<file path="src/rtl/sap1_pkg.sv">
// Shared constants for the SAP-1 controller: opcodes, one-hot T-states, control-word bit map.
// Optional build macro SAP1_VARIABLE_CYCLE_EN is consumed by sap1_controller.
package sap1_pkg;

  localparam int unsigned OPCODE_W = 4;
  localparam int unsigned RING_W   = 6;
  localparam int unsigned CW_W     = 12;

  localparam logic [OPCODE_W-1:0] OP_LDA = 4'h0;
  localparam logic [OPCODE_W-1:0] OP_ADD = 4'h1;
  localparam logic [OPCODE_W-1:0] OP_SUB = 4'h2;
  localparam logic [OPCODE_W-1:0] OP_OUT = 4'hE;
  localparam logic [OPCODE_W-1:0] OP_HLT = 4'hF;

  localparam logic [RING_W-1:0] T1 = 6'b000001;
  localparam logic [RING_W-1:0] T2 = 6'b000010;
  localparam logic [RING_W-1:0] T3 = 6'b000100;
  localparam logic [RING_W-1:0] T4 = 6'b001000;
  localparam logic [RING_W-1:0] T5 = 6'b010000;
  localparam logic [RING_W-1:0] T6 = 6'b100000;

  // Bit positions inside the control word
  localparam int unsigned CW_PC_INC   = 0;
  localparam int unsigned CW_PC_SEND  = 1;
  localparam int unsigned CW_MAR_LOAD = 2;
  localparam int unsigned CW_RAM_SEND = 3;
  localparam int unsigned CW_IR_LOAD  = 4;
  localparam int unsigned CW_IR_SEND  = 5;
  localparam int unsigned CW_ACC_LOAD = 6;
  localparam int unsigned CW_ACC_SEND = 7;
  localparam int unsigned CW_ALU_SUB  = 8;
  localparam int unsigned CW_ALU_SEND = 9;
  localparam int unsigned CW_B_LOAD   = 10;
  localparam int unsigned CW_OUT_LOAD = 11;

  typedef logic [CW_W-1:0] ctrl_word_t;

  function automatic logic is_mem_op(input logic [OPCODE_W-1:0] op);
    return (op == OP_LDA) || (op == OP_ADD) || (op == OP_SUB);
  endfunction

  function automatic logic is_nop(input logic [OPCODE_W-1:0] op);
    return !(is_mem_op(op) || (op == OP_OUT) || (op == OP_HLT));
  endfunction

endpackage

</file>
<file path="src/rtl/sap1_ring_counter.sv">
// One-hot T-state ring with synchronous reset, halt freeze and early wrap to T1.
module sap1_ring_counter #(
  parameter int unsigned N = 6
) (
  input  logic         i_clk,
  input  logic         i_reset,
  input  logic         i_halt_req,
  input  logic         i_wrap,
  output logic [N-1:0] o_ring,
  output logic         o_halted
);

  logic [N-1:0] ring_q, ring_d;
  logic         halted_q, halted_d;

  // Next state: halt takes precedence over advance; once halted, everything holds
  always_comb begin
    ring_d   = ring_q;
    halted_d = halted_q;
    if (!halted_q) begin
      if (i_halt_req) begin
        halted_d = 1'b1;
      end else if (i_wrap) begin
        ring_d = N'(1);
      end else begin
        ring_d = {ring_q[N-2:0], ring_q[N-1]};
      end
    end
  end

  always_ff @(posedge i_clk) begin
    if (i_reset) begin
      ring_q   <= N'(1);
      halted_q <= 1'b0;
    end else begin
      ring_q   <= ring_d;
      halted_q <= halted_d;
    end
  end

  always_comb begin
    o_ring   = ring_q;
    o_halted = halted_q;
  end

endmodule

</file>
<file path="src/rtl/sap1_controller.sv">
// SAP-1 controller-sequencer: decodes ring state and opcode into the datapath control word.
// Build option SAP1_VARIABLE_CYCLE_EN returns to T1 right after the last active execute state.
module sap1_controller
  import sap1_pkg::*;
#(
  parameter int unsigned OPCODE_WIDTH = 4,
  parameter int unsigned T_STATES     = 6
) (
  input  logic                    i_clk,
  input  logic                    i_reset,
  input  logic                    i_debug,
  input  logic [OPCODE_WIDTH-1:0] i_opcode,
  output logic [T_STATES-1:0]     o_t_state,
  output logic                    o_halted,
  output logic                    o_pc_increment,
  output logic                    o_pc_send,
  output logic                    o_mar_load,
  output logic                    o_ram_send,
  output logic                    o_ir_load,
  output logic                    o_ir_send,
  output logic                    o_acc_load,
  output logic                    o_acc_send,
  output logic                    o_alu_subtract,
  output logic                    o_alu_send,
  output logic                    o_b_load,
  output logic                    o_out_load
);

`ifdef SAP1_VARIABLE_CYCLE_EN
  localparam bit VARIABLE_CYCLE = 1'b1;
`else
  localparam bit VARIABLE_CYCLE = 1'b0;
`endif

  localparam logic [T_STATES-1:0] S1 = T_STATES'(T1);
  localparam logic [T_STATES-1:0] S2 = T_STATES'(T2);
  localparam logic [T_STATES-1:0] S3 = T_STATES'(T3);
  localparam logic [T_STATES-1:0] S4 = T_STATES'(T4);
  localparam logic [T_STATES-1:0] S5 = T_STATES'(T5);
  localparam logic [T_STATES-1:0] S6 = T_STATES'(T6);

  logic [T_STATES-1:0] ring;
  logic                halted;
  logic                halt_req_c;
  logic                wrap_c;
  ctrl_word_t          cw;
  logic [OPCODE_W-1:0] op;
  logic                unused_debug;

  // i_debug is a trace hook only and never affects sequencing or decode
  always_comb unused_debug = i_debug;

  always_comb op = OPCODE_W'(i_opcode);

  sap1_ring_counter #(
    .N (T_STATES)
  ) u_ring (
    .i_clk      (i_clk),
    .i_reset    (i_reset),
    .i_halt_req (halt_req_c),
    .i_wrap     (wrap_c),
    .o_ring     (ring),
    .o_halted   (halted)
  );

  // Decode: fetch is opcode-independent, execute depends on opcode; reset and halt blank the word
  always_comb begin
    cw         = '0;
    halt_req_c = 1'b0;
    wrap_c     = 1'b0;
    if (!halted) begin
      case (ring)
        S1: begin
          cw[CW_PC_SEND]  = 1'b1;
          cw[CW_MAR_LOAD] = 1'b1;
        end
        S2: cw[CW_PC_INC] = 1'b1;
        S3: begin
          cw[CW_RAM_SEND] = 1'b1;
          cw[CW_IR_LOAD]  = 1'b1;
        end
        S4: begin
          if (is_mem_op(op)) begin
            cw[CW_IR_SEND]  = 1'b1;
            cw[CW_MAR_LOAD] = 1'b1;
          end else if (op == OP_OUT) begin
            cw[CW_ACC_SEND] = 1'b1;
            cw[CW_OUT_LOAD] = 1'b1;
          end
          halt_req_c = (op == OP_HLT);
          wrap_c     = VARIABLE_CYCLE && ((op == OP_OUT) || is_nop(op));
        end
        S5: begin
          if (op == OP_LDA) begin
            cw[CW_RAM_SEND] = 1'b1;
            cw[CW_ACC_LOAD] = 1'b1;
          end else if ((op == OP_ADD) || (op == OP_SUB)) begin
            cw[CW_RAM_SEND] = 1'b1;
            cw[CW_B_LOAD]   = 1'b1;
          end
          wrap_c = VARIABLE_CYCLE && (op == OP_LDA);
        end
        S6: begin
          if ((op == OP_ADD) || (op == OP_SUB)) begin
            cw[CW_ALU_SEND] = 1'b1;
            cw[CW_ACC_LOAD] = 1'b1;
            cw[CW_ALU_SUB]  = (op == OP_SUB);
          end
        end
        default: cw = '0;
      endcase
    end
    if (i_reset) begin
      cw = '0;
    end
  end

  always_comb begin
    o_t_state      = ring;
    o_halted       = halted;
    o_pc_increment = cw[CW_PC_INC];
    o_pc_send      = cw[CW_PC_SEND];
    o_mar_load     = cw[CW_MAR_LOAD];
    o_ram_send     = cw[CW_RAM_SEND];
    o_ir_load      = cw[CW_IR_LOAD];
    o_ir_send      = cw[CW_IR_SEND];
    o_acc_load     = cw[CW_ACC_LOAD];
    o_acc_send     = cw[CW_ACC_SEND];
    o_alu_subtract = cw[CW_ALU_SUB];
    o_alu_send     = cw[CW_ALU_SEND];
    o_b_load       = cw[CW_B_LOAD];
    o_out_load     = cw[CW_OUT_LOAD];
  end

endmodule

</file>
<file path="config.mk">
export PLATFORM = sky130hd
export DESIGN_NAME = sap1_controller
export DESIGN_NICKNAME = d
export VERILOG_FILES = /design/src/rtl/sap1_pkg.sv /design/src/rtl/sap1_ring_counter.sv /design/src/rtl/sap1_controller.sv
export SDC_FILE = /design/constraint.sdc
export NUM_CORES = 1
export LEC_CHECK = 0
export CORE_UTILIZATION = 34
export CTS_BUF_LIST = sky130_fd_sc_hd__clkbuf_16
export DETAILED_ROUTE_END_ITERATION = 10
export PLACE_DENSITY = 0.71
export SLEW_MARGIN = 20
export SYNTH_ARGS = -nofsm -noshare
export SYNTH_HDL_FRONTEND = slang
export SYNTH_HIERARCHICAL = 1
export SYNTH_SLANG_ARGS = --single-unit
</file>
<file path="constraint.sdc">
create_clock -name i_clk -period 1.75 [get_ports i_clk]
set_input_delay 0.35 -clock i_clk [delete_from_list [all_inputs] [get_ports i_clk]]
set_output_delay 0.35 -clock i_clk [all_outputs]
set_load 0.02 [all_outputs]
</file>
* Word level (Yosys, flattened, before mapping)
Index checks and enable logic that the tools add are counted.
** Cells by class
- Equality and inequality tests :: 10
- Multiplexer cells :: 24
- Bitwise gates (word level) :: 2
- Reductions and logical operators :: 5
** Operators by type and width (count)
- 12-bit two-way mux :: 2
- 1-bit two-way mux :: 17
- 4-bit == test, second input constant :: 2
- 6-bit by 1-bit == test with 1-bit output, second input constant :: 1
- 6-bit by 2-bit == test with 1-bit output, second input constant :: 1
- 6-bit by 3-bit == test with 1-bit output, second input constant :: 1
- 6-bit by 4-bit == test with 1-bit output, second input constant :: 1
- 6-bit by 5-bit == test with 1-bit output, second input constant :: 1
- 6-bit == test, second input constant :: 1
- 1-bit case mux with 2 select lines :: 3
- 4-bit by 1-bit == test with 1-bit output, second input constant :: 1
- 4-bit by 2-bit == test with 1-bit output, second input constant :: 1
- 4-bit zero test :: 1
- 2-bit two-way mux :: 2
- 1-bit logical OR :: 3
- 1-bit inverter :: 2
- 2-bit AND reduction :: 1
** Storage, ports and cells
- Register bits :: 7
- Bits of input ports :: 7
- Output and inout bits :: 19
- Logic and storage cells :: 43

* Depth between registers and ports, before layout
- Depth in word-level cells :: 7
- Mapped depth :: 6

* Cells and area by module
Netlist, hierarchy kept.
** By module, submodules not included
- sap1_ring_counter :: instances 1, cells an instance 29, area each 285.3 um2
- sap1_controller :: instances 1, cells an instance 34, area each 235.2 um2

* Worst setup path before layout
OpenSTA, ideal clock, no wires.
- Kind :: reg-to-output
- Start :: register u_ring.ring_q[3] (netlist: u_ring/o_ring[3])
- End :: output port o_out_load
- Arrival :: 1.836 ns
- Slack :: -0.436 ns
- Stages on the path, launching flop included :: 5
- Buffers on the path :: 1
- Cells stage by stage :: dfxtp_1 -> nor3b_2 -> nand4_1 -> nor4_1 -> buf_4
** On the way
- Cells in the longest elaborated chain, start to end :: 4
** RTL lines
- start: declaration :: RTL line sap1_ring_counter.sv:13 : logic [N-1:0] ring_q, ring_d;
- start signal: assignment :: RTL line sap1_ring_counter.sv:36 : ring_q <= ring_d;
- 6-bit by 4-bit == test with 1-bit output :: RTL line sap1_controller.sv:72 : case (ring)
- 1-bit two-way mux :: RTL line sap1_controller.sv:72
- 12-bit two-way mux :: RTL line sap1_controller.sv:71 : if (!halted) begin
- 12-bit two-way mux :: RTL line sap1_controller.sv:113 : if (i_reset) begin
- end: declaration :: RTL line sap1_controller.sv:26 : output logic o_out_load
Every way passes these cells.

* Worst setup path in the final report
Ends and elaborated chain as after synthesis.

==> flow_metrics.env <==
export IMPL_wirelength_mm=2.24
export IMPL_vdd_drop_max_v=0.000717
export IMPL_cts_sinks=7
export IMPL_final_common_cell="buf_4"
export IMPL_min_from="u_ring/o_ring[1]"
export IMPL_drive_above_1_share_pct=58.9
export IMPL_path_cells="nor3b_4, nand4_1, nor4_4, buf_4"
export IMPL_initial_core_util_pct=38.1
export IMPL_die_h_um=41.1
export IMPL_core_area_um2=1370
export IMPL_cts_tree="yes"
export IMPL_rsz0062_at_grt="true"
export IMPL_layout_setup_ws_ps=-65.0
export IMPL_place_congestion=0.822
export IMPL_cp_data_required_time_ps=1400
export IMPL_path_clk_slew_ps=40
export IMPL_grt_max_degree=14
export IMPL_post_drt_via_cell_ratio=5.72
export IMPL_clockBufferDepth=2
export IMPL_post_route_util_pct=80.5
export IMPL_worstSetupStartpointType="flip-flop"
export IMPL_drt_pass1_iterations=4
export IMPL_max_cap_violations=0
export IMPL_p_per_area_nw_per_um2=595
export IMPL_min_period_ps=1810
export IMPL_nets=120
export IMPL_hold_slack_ps=643
export IMPL_syn_mean_instance_area_um2=8.26
export IMPL_synth_area_leaders="dfxtp_1, or4b_1, a21oi_1"
export IMPL_h_tree_depth=1
export IMPL_final_cells=127
export IMPL_crit_type="reg2out"
export IMPL_r2r_start="u_ring/o_ring[3]"
export IMPL_antenna_found_initial=0
export IMPL_place_hpwl_mm=1.38
export IMPL_tns_ps=-181
export IMPL_status="finished with violations"
export IMPL_die_area_um2=1690
export IMPL_insertedDiodeCount=0
export IMPL_whs_path_depth=3
export IMPL_grt_pass1_wl_mm=3.10
export IMPL_hold_viol=0
export IMPL_grt_pass1_vias=644
export IMPL_synth_area_um2=520
export IMPL_power_leakage_nw=0.487
export IMPL_r2r_cells=7
export IMPL_setup_viol=5
export IMPL_overflow=0
export IMPL_crit_slowest_cell="dfxtp_4"
export IMPL_synth_seq_cells=7
export IMPL_die_w_um=41.1
export IMPL_vias=727
export IMPL_arrival_ps=1460
export IMPL_cts_made_buffers=3
export IMPL_r2r_end="u_ring/o_ring[1]"
export IMPL_synth_top_cell_by_area="dfxtp_1"
export IMPL_cts_root_buf="clkbuf_16"
export IMPL_cp_end_kind="output port"
export IMPL_ys_seq_area_share_pct=26.9
export IMPL_finalCritPeriodShare_pct=104
export IMPL_r2r_setup_slack_ps=-10
export IMPL_synth_cells=63
export IMPL_first_iter_violations=32
export IMPL_place_port_buffers=24
export IMPL_max_freq_mhz=551
export IMPL_area_delta_synth_final_pct=111
export IMPL_path_max_fanout=3
export IMPL_failed_checks="negative setup slack"
export IMPL_antenna_left=0
export IMPL_slowest_delay_ps=370
export IMPL_cts_hold_buf=0
export IMPL_ys_types=30
export IMPL_clock_latency_ps=230
export IMPL_grt_usage_pct=30.0
export IMPL_dp_cells=119
export IMPL_finalPower_uw=654
export IMPL_hold_path_class="reg2reg"
export IMPL_num_rows=13
export IMPL_yosysWarningCount=6
export IMPL_io_pins=26
export IMPL_drc=0
export IMPL_fin_skew_ps=0.348
export IMPL_final_cell_mix="buf_4, buf_6, a21oi_2, conb_1"
export IMPL_post_drt_wl_per_cell_um=17.6
export IMPL_min_to="u_ring/o_ring[1]"
export IMPL_drv_slew=0
export IMPL_startpoint="u_ring/o_ring[3]"
export IMPL_synth_top_area_share_pct=26.9
-- how the worst max path moves through the flow --
stage / to / depth (start not counted)
after floorplan: o_out_load / 4
after global placement: o_alu_subtract / 5
after detailed placement: o_alu_subtract / 5
after CTS: u_ring/o_ring[1] / 8
after global routing: o_out_load / 4
final: o_out_load / 4
-- Yosys cell counts --
cell type and n:
and4bb_1 1, nor4_1 2, dfxtp_1 7, xor2_1 1, nor3b_1 3, clkbuf_1 1, nor3_2 2, nor3_1 3
a21o_1 1, o21ai_0 5, or3_1 1, nor2b_1 2, inv_1 1, nand2_1 4, or4b_1 5, a31oi_1 1
a21oi_1 6, nor3_4 1, nand4_1 1, a41o_1 1, nand2b_1 2, nor2_1 4, conb_1 1, buf_4 1
buf_6 1, or4_1 1, o21bai_1 1, and4_1 1, nor3b_2 1, nand3_2 1
-- critical path, delay by kind of cell, from the launching register on --
| kind | cells | cell delay (ps) |
|---|---|---|
| flops | 1 | 370 |
| simple gates | 3 | 670 |
| buf+inv | 1 | 200 |
-- area by class of cell --
class / count / area (µm²)
well taps: 15 / 18.8
multi-input cells: 57 / 485
clock buffers: 3 / 75.1
inverters: 1 / 3.75
repair buffers: 43 / 360
fillers: 95 / 267
clock inverters: 1 / 3.75
flip-flops and latches: 7 / 153
-- routing by layer --
| layer | vias to the layer above | track usage [%] | share of wire, % |
|---|---|---|---|
| li1 | 331 | - | - |
| met3 | 8 | 10.3 | 6.2 |
| met2 | 38 | 54.7 | 52 |
| met5 | - | 0 | 0 |
| met1 | 350 | 30.5 | 39 |
| met4 | 0 | 12.9 | 3.0 |
-- registers in the layout, indices dropped and copies added (netlist names) --
| register | count |
|---|---|
| u_ring/o_ring | 6 |
| u_ring/o_halted | 1 |
-- stage by stage --
stage | area [µm²] | worst slack (ps)
after floorplan | 573 | -24.4
after global routing | 1100 | -137
after CTS | 1000 | -44.4
after detailed placement | 922 | -819
after global placement | 922 | -699
final | 1100 | -65.0
-- power by group --
| part | switching, mW | internal [mW] |
|---|---|---|
| Combinational | 0.0533 | 0.0485 |
| Clock | 0.0888 | 0.297 |
| Sequential | 0.00452 | 0.161 |
-- timing repair --
| item | CTS | global route |
|---|---|---|
| setup endpoints to repair | 18 | 20 |
| gates resized for setup | 68 | 38 |
| pin swaps | 8 | 8 |
| gates cloned | 1 | 0 |
| buffers inserted | 3 | 0 |
-- cell families after synthesis --
| kind of cell | Yosys count | synth area share [%] |
|---|---|---|
| xor+xnor | 1 | 1.68 |
| compound gates | 15 | 16.6 |
| flops | 7 | 26.9 |
| buf+inv | 4 | 5.05 |
| simple gates | 35 | 49.0 |
| other cells | 1 | 0.720 |
(Power assumes the default switching activity.)
==> patch 1, RTL diff (same settings) <==
Change the parameter `T_STATES` from 6 to 7.
--- a/src/rtl/sap1_controller.sv
+++ b/src/rtl/sap1_controller.sv
@@ -5,5 +5,5 @@
 #(
   parameter int unsigned OPCODE_WIDTH = 4,
-  parameter int unsigned T_STATES     = 6
+  parameter int unsigned T_STATES     = 7
 ) (
   input  logic                    i_clk,
Ports: changed (resized o_t_state); port bits go from 26 to 27. The function was not compared with the original's and may differ.
==> patch 1 against the unedited design <==
- the run still ends with negative setup slack left
- die area up 6.8%
- synthesized cell count up 16%
- first-iteration DRC count down 50%
- critical path depth unchanged
- final area up 19%
- count of clock-buffer cells in the layout unchanged
- clock power up 1%
- sequential cell count up 1
- synthesized area up 7.2%
- worst setup slack worse by 0.069 ns
- power up 6.2%
- wire length up 3.9%
- clock skew about the same
- register-to-register slack worse by 0.05 ns
==> patch 1: results <==
metrics = {
    "clocking": {
        "numCtsBuffers": 3,
        "clockBufferDepth": 2,
        "path_clk_slew_ns": 0.04,
    },
    "synth": {
        "ys_async_sr_fraction_pct": 0,
        "synth_compound_area_share_pct": 18.8,
        "synthTopCellsByCount": "8 x dfxtp_1, 8 x o21ai_0, 7 x a21oi_1, 7 x nor2_1, 6 x or4b_1",
        "ys_types": 28,
        "synth_area_leaders": "dfxtp_1 29%, or4b_1 11%, o21ai_0 7.2%, a21oi_1 6.3%, nor2_1 4.7%",
        "synthAdderAreaFrac_pct": 0,
        "synth_mux_area_share_pct": 0,
        "synth-xor-area-share_pct": 0,
        "synth_ff_type": "dfxtp_1",
        "ys_seq_area_share_pct": 28.7,
        "synth_cells": 73,
    },
    "pwr": {
        "leakage_nw": 0.619,
        "ir_drop_mv": 0.614,
        "switching_share_pct": 22.8,
        "cellPowerDensity_mw_per_mm2": 533,
    },
    "grt": {
        "grt_util_met1_pct": 31.2,
        "grt_max_degree": 16,
        "grt_pass1_vias": 741,
        "met2_usage_pct": 39.7,
        "grt_use_total_pct": 24.6,
        "grt_pass1_wl_um": 3360,
        "gr-usage-met3_pct": 5.17,
    },
    "finish": {
        "drive_gt1_share_pct": 60.7,
        "n_antenna_cell": 0,
        "fill_cells": 84,
        "fin_nets": 144,
        "largest_reg_flops": 7,
    },
    "outcome": {
        "failed_checks": "negative setup slack",
        "outcome": "finished with violations",
    },
    "worst_setup_path": {
        "rr_worst_depth": 9,
        "crit_arrival_ns": 1.53,
    },
    "min_path": {
        "hp-class": "in -> reg",
        "whs_path_depth": 4,
    },
    "detailed_routing": {
        "viasPerCell": 5.40,
        "postRouteWirelength_um": 2320,
        "vias": 816,
        "drt_iter0_drc": 16,
    },
    "place": {
        "portBuffers": 25,
        "detailed_place_hpwl_um": 1360,
        "placed_area_sq_mm": 0.00102,
        "place_congestion": 0.839,
    },
    "sta": {
        "skew_ns": 0.000564,
        "worst_slack_ns": -0.134,
        "setup_viol": 13,
    },
}
==> patch 1: cell count changes in the layout (fill, tap and decap cells not counted), sizes merged, moves of 2 or more <==
cell	unedited run	this run
dlymetal6s2s	1	4
o21ai	5	8
nor4b	0	2
nor3	6	4
buf	31	44
nand3	1	3
nor3b	4	2
nor2	4	7
clkdlybuf4s50	5	2
==> patch 1: through the flow <==
| step | setup WS [ns] | setup TNS, ns | power [mW] |
|---|---|---|---|
| 3_3_place_gp | -0.800 | -10.65 | 0.284 |
| 4_1_cts | -0.115 | -0.914 | 0.678 |
| 6_report | -0.134 | -0.714 | 0.695 |
| 5_1_grt | -0.215 | -2.00 | 0.713 |
| 2_1_floorplan | -0.0925 | -0.478 | 0.228 |
| 3_5_place_dp | -0.845 | -11.28 | 0.286 |
==> patch 1: critical path, cell delays in order (launching register included) <==
cell and delay [ns]:
dfxtp_2 0.32, or3b_1 0.38, or3_1 0.33, a21oi_2 0.12
buf_4 0.15
==> patch 1: repair_timing <==
| item | CTS | global route |
|---|---|---|
| setup endpoints to repair | 19 | 22 |
| setup buffers | 5 | 3 |
| gates cloned | 0 | 1 |
| pin swaps | 8 | 17 |
| resized for setup | 86 | 46 |
==> patch 1: layout make-up <==
type / count / share of cell area, %
Sequential cell: 8 / 13.2
Clock buffer: 3 / 5.76
Timing Repair Buffer: 57 / 36.9
Inverter: 1 / 0.480
Tap cell: 16 / 1.54
Multi-Input combinational cell: 66 / 42.0
==> patch 1: power by group through the flow <==
stage               logic (mW)  registers [mW]  clock network [mW]
finish                   0.114           0.191               0.390
global route             0.123           0.191               0.400
CTS                     0.0978           0.190               0.391
detailed placement      0.0934           0.192                   0
global placement        0.0914           0.192                   0
floorplan               0.0300           0.198                   0
==> patch 1: per-layer routing <==
metal / vias up / wire (um)
li1: 393 / -
met1: 390 / 982
met2: 28 / 1170
met3: 5 / 114
met4: 0 / 51
met5: - / 0
==> patch 1: cells by family (layout without fill, tap and decap cells) <==
family,after synthesis,after routing
compound gates,19,19
buf+inv,5,61
simple gates,40,40
other cells,1,7
flops,8,8
==> patch 1: final timing paths <==
| check | from | slack [ns] | endpoint |
|---|---|---|---|
| worst min-delay path | i_reset | 0.62 | u_ring/o_ring[4]$_SDFFE_PP0P_ |
| worst max register to register | u_ring/o_ring[6]$_SDFFE_PP0P_ | -0.06 | u_ring/o_ring[0]$_SDFFE_PP1P_ |
| worst min register to register | u_ring/o_ring[3]$_SDFFE_PP0P_ | 0.69 | u_ring/o_ring[3]$_SDFFE_PP0P_ |
| worst max-delay path | u_ring/o_ring[5]$_SDFFE_PP0P_ | -0.13 | o_acc_load |
==> patch 2, RTL diff (same flow settings) <==
Without the edit above. Reset style: asynchronous (`i_reset`), changed in one clocked block. Comments in the files are not updated.
--- a/src/rtl/sap1_ring_counter.sv
+++ b/src/rtl/sap1_ring_counter.sv
@@ -29,5 +29,5 @@
   end
 
-  always_ff @(posedge i_clk) begin
+  always_ff @(posedge i_clk or posedge i_reset) begin
     if (i_reset) begin
       ring_q   <= N'(1);
Check against the original RTL: differs if i_reset is asserted again (counterexample within 4 cycles, from zero or initial values and one cycle with i_reset high); with i_reset held inactive, the same outputs for 10 cycles.
==> patch 2 against the unedited design <==
- the run still ends with negative setup slack left
- sequential cell count is the same
- wire length shrank 25%
- final area rose by 2.7%
- via count down 11%
- global-route usage down 8.9 points
- worst setup slack lost 0.014 ns
- synthesized area is 5.8% higher
- critical path type unchanged
Power is not compared: it rests on default switching activity, and its combinational part moved more than twofold at a synthesized area within 25%.
==> patch 2: results <==
metrics = {
    "detailed_routing": {
        "drt_iter0_drc": 8,
        "met2WireLength_um": 818,
        "wl_met3_um": 83,
        "vias": 650,
        "drtPass1Iterations": 2,
    },
    "grt": {
        "grt_util_met1_pct": 24.6,
        "grt_max_degree": 11,
        "grt_use_total_pct": 21.1,
        "grt_pass1_vias": 701,
    },
    "pwr": {
        "power_mw": 0.789,
    },
    "outcome": {
        "failed_checks": "negative setup slack",
        "outcome": "finished with violations",
    },
    "min_path": {
        "hp-class": "in -> async",
    },
    "finish": {
        "inv_count": 2,
        "fill_cells": 122,
        "multi_input_cells": 56,
        "fin_area_sq_mm": 0.00113,
    },
    "sta": {
        "setup_viol": 6,
        "skew_ns": 0.000735,
        "worst_slack_ns": -0.0792,
    },
    "worst_setup_path": {
        "startpoint": "u_ring/o_ring[5]$_DFFE_PP0P_",
        "worstReg2RegStart": "u_ring/o_ring[5]$_DFFE_PP0P_",
    },
    "synth": {
        "synth_area_leaders": "dfrtp_1 27%, o21ai_2 9.5%, nand2b_1 8.0%, o21ai_0 5.5%, dfstp_2 4.8%",
    },
    "place": {
        "place_congestion": 0.827,
        "placed_area_sq_um": 978,
    },
}
[patch 2: timing repair]
| action | in CTS | in global routing |
|---|---|---|
| pin swaps | 12 | 4 |
| gates resized for setup | 81 | 18 |
| hold endpoints to repair | 0 | 0 |
| setup buffers | 2 | 1 |
| setup endpoints to repair | 22 | 21 |
| hold buffers | 0 | 0 |
[patch 2: worst max path at each step]
stage,end,slack (ns),cells after the start
detailed placement,o_alu_subtract,-0.71,5
finish,o_acc_send,-0.08,4
floorplan,o_out_load,-0.07,4
global placement,o_alu_subtract,-0.69,5
global route,o_alu_subtract,-0.15,4
CTS,o_alu_subtract,-0.08,4
[patch 2: kinds of logic (layout without fill, tap and decap cells)]
kind of cell	count (synthesis)	after routing	synth area share (%)
compound gates	15	15	18.9
xor+xnor	1	1	1.59
buf+inv	4	50	4.77
flops	7	7	32.0
other cells	1	6	0.681
simple gates	34	34	42.0
[patch 2: worst min-delay path: cells and delay by family]
kind / cells / cell delay, ns
buffers and inverters: 3 / 0.66
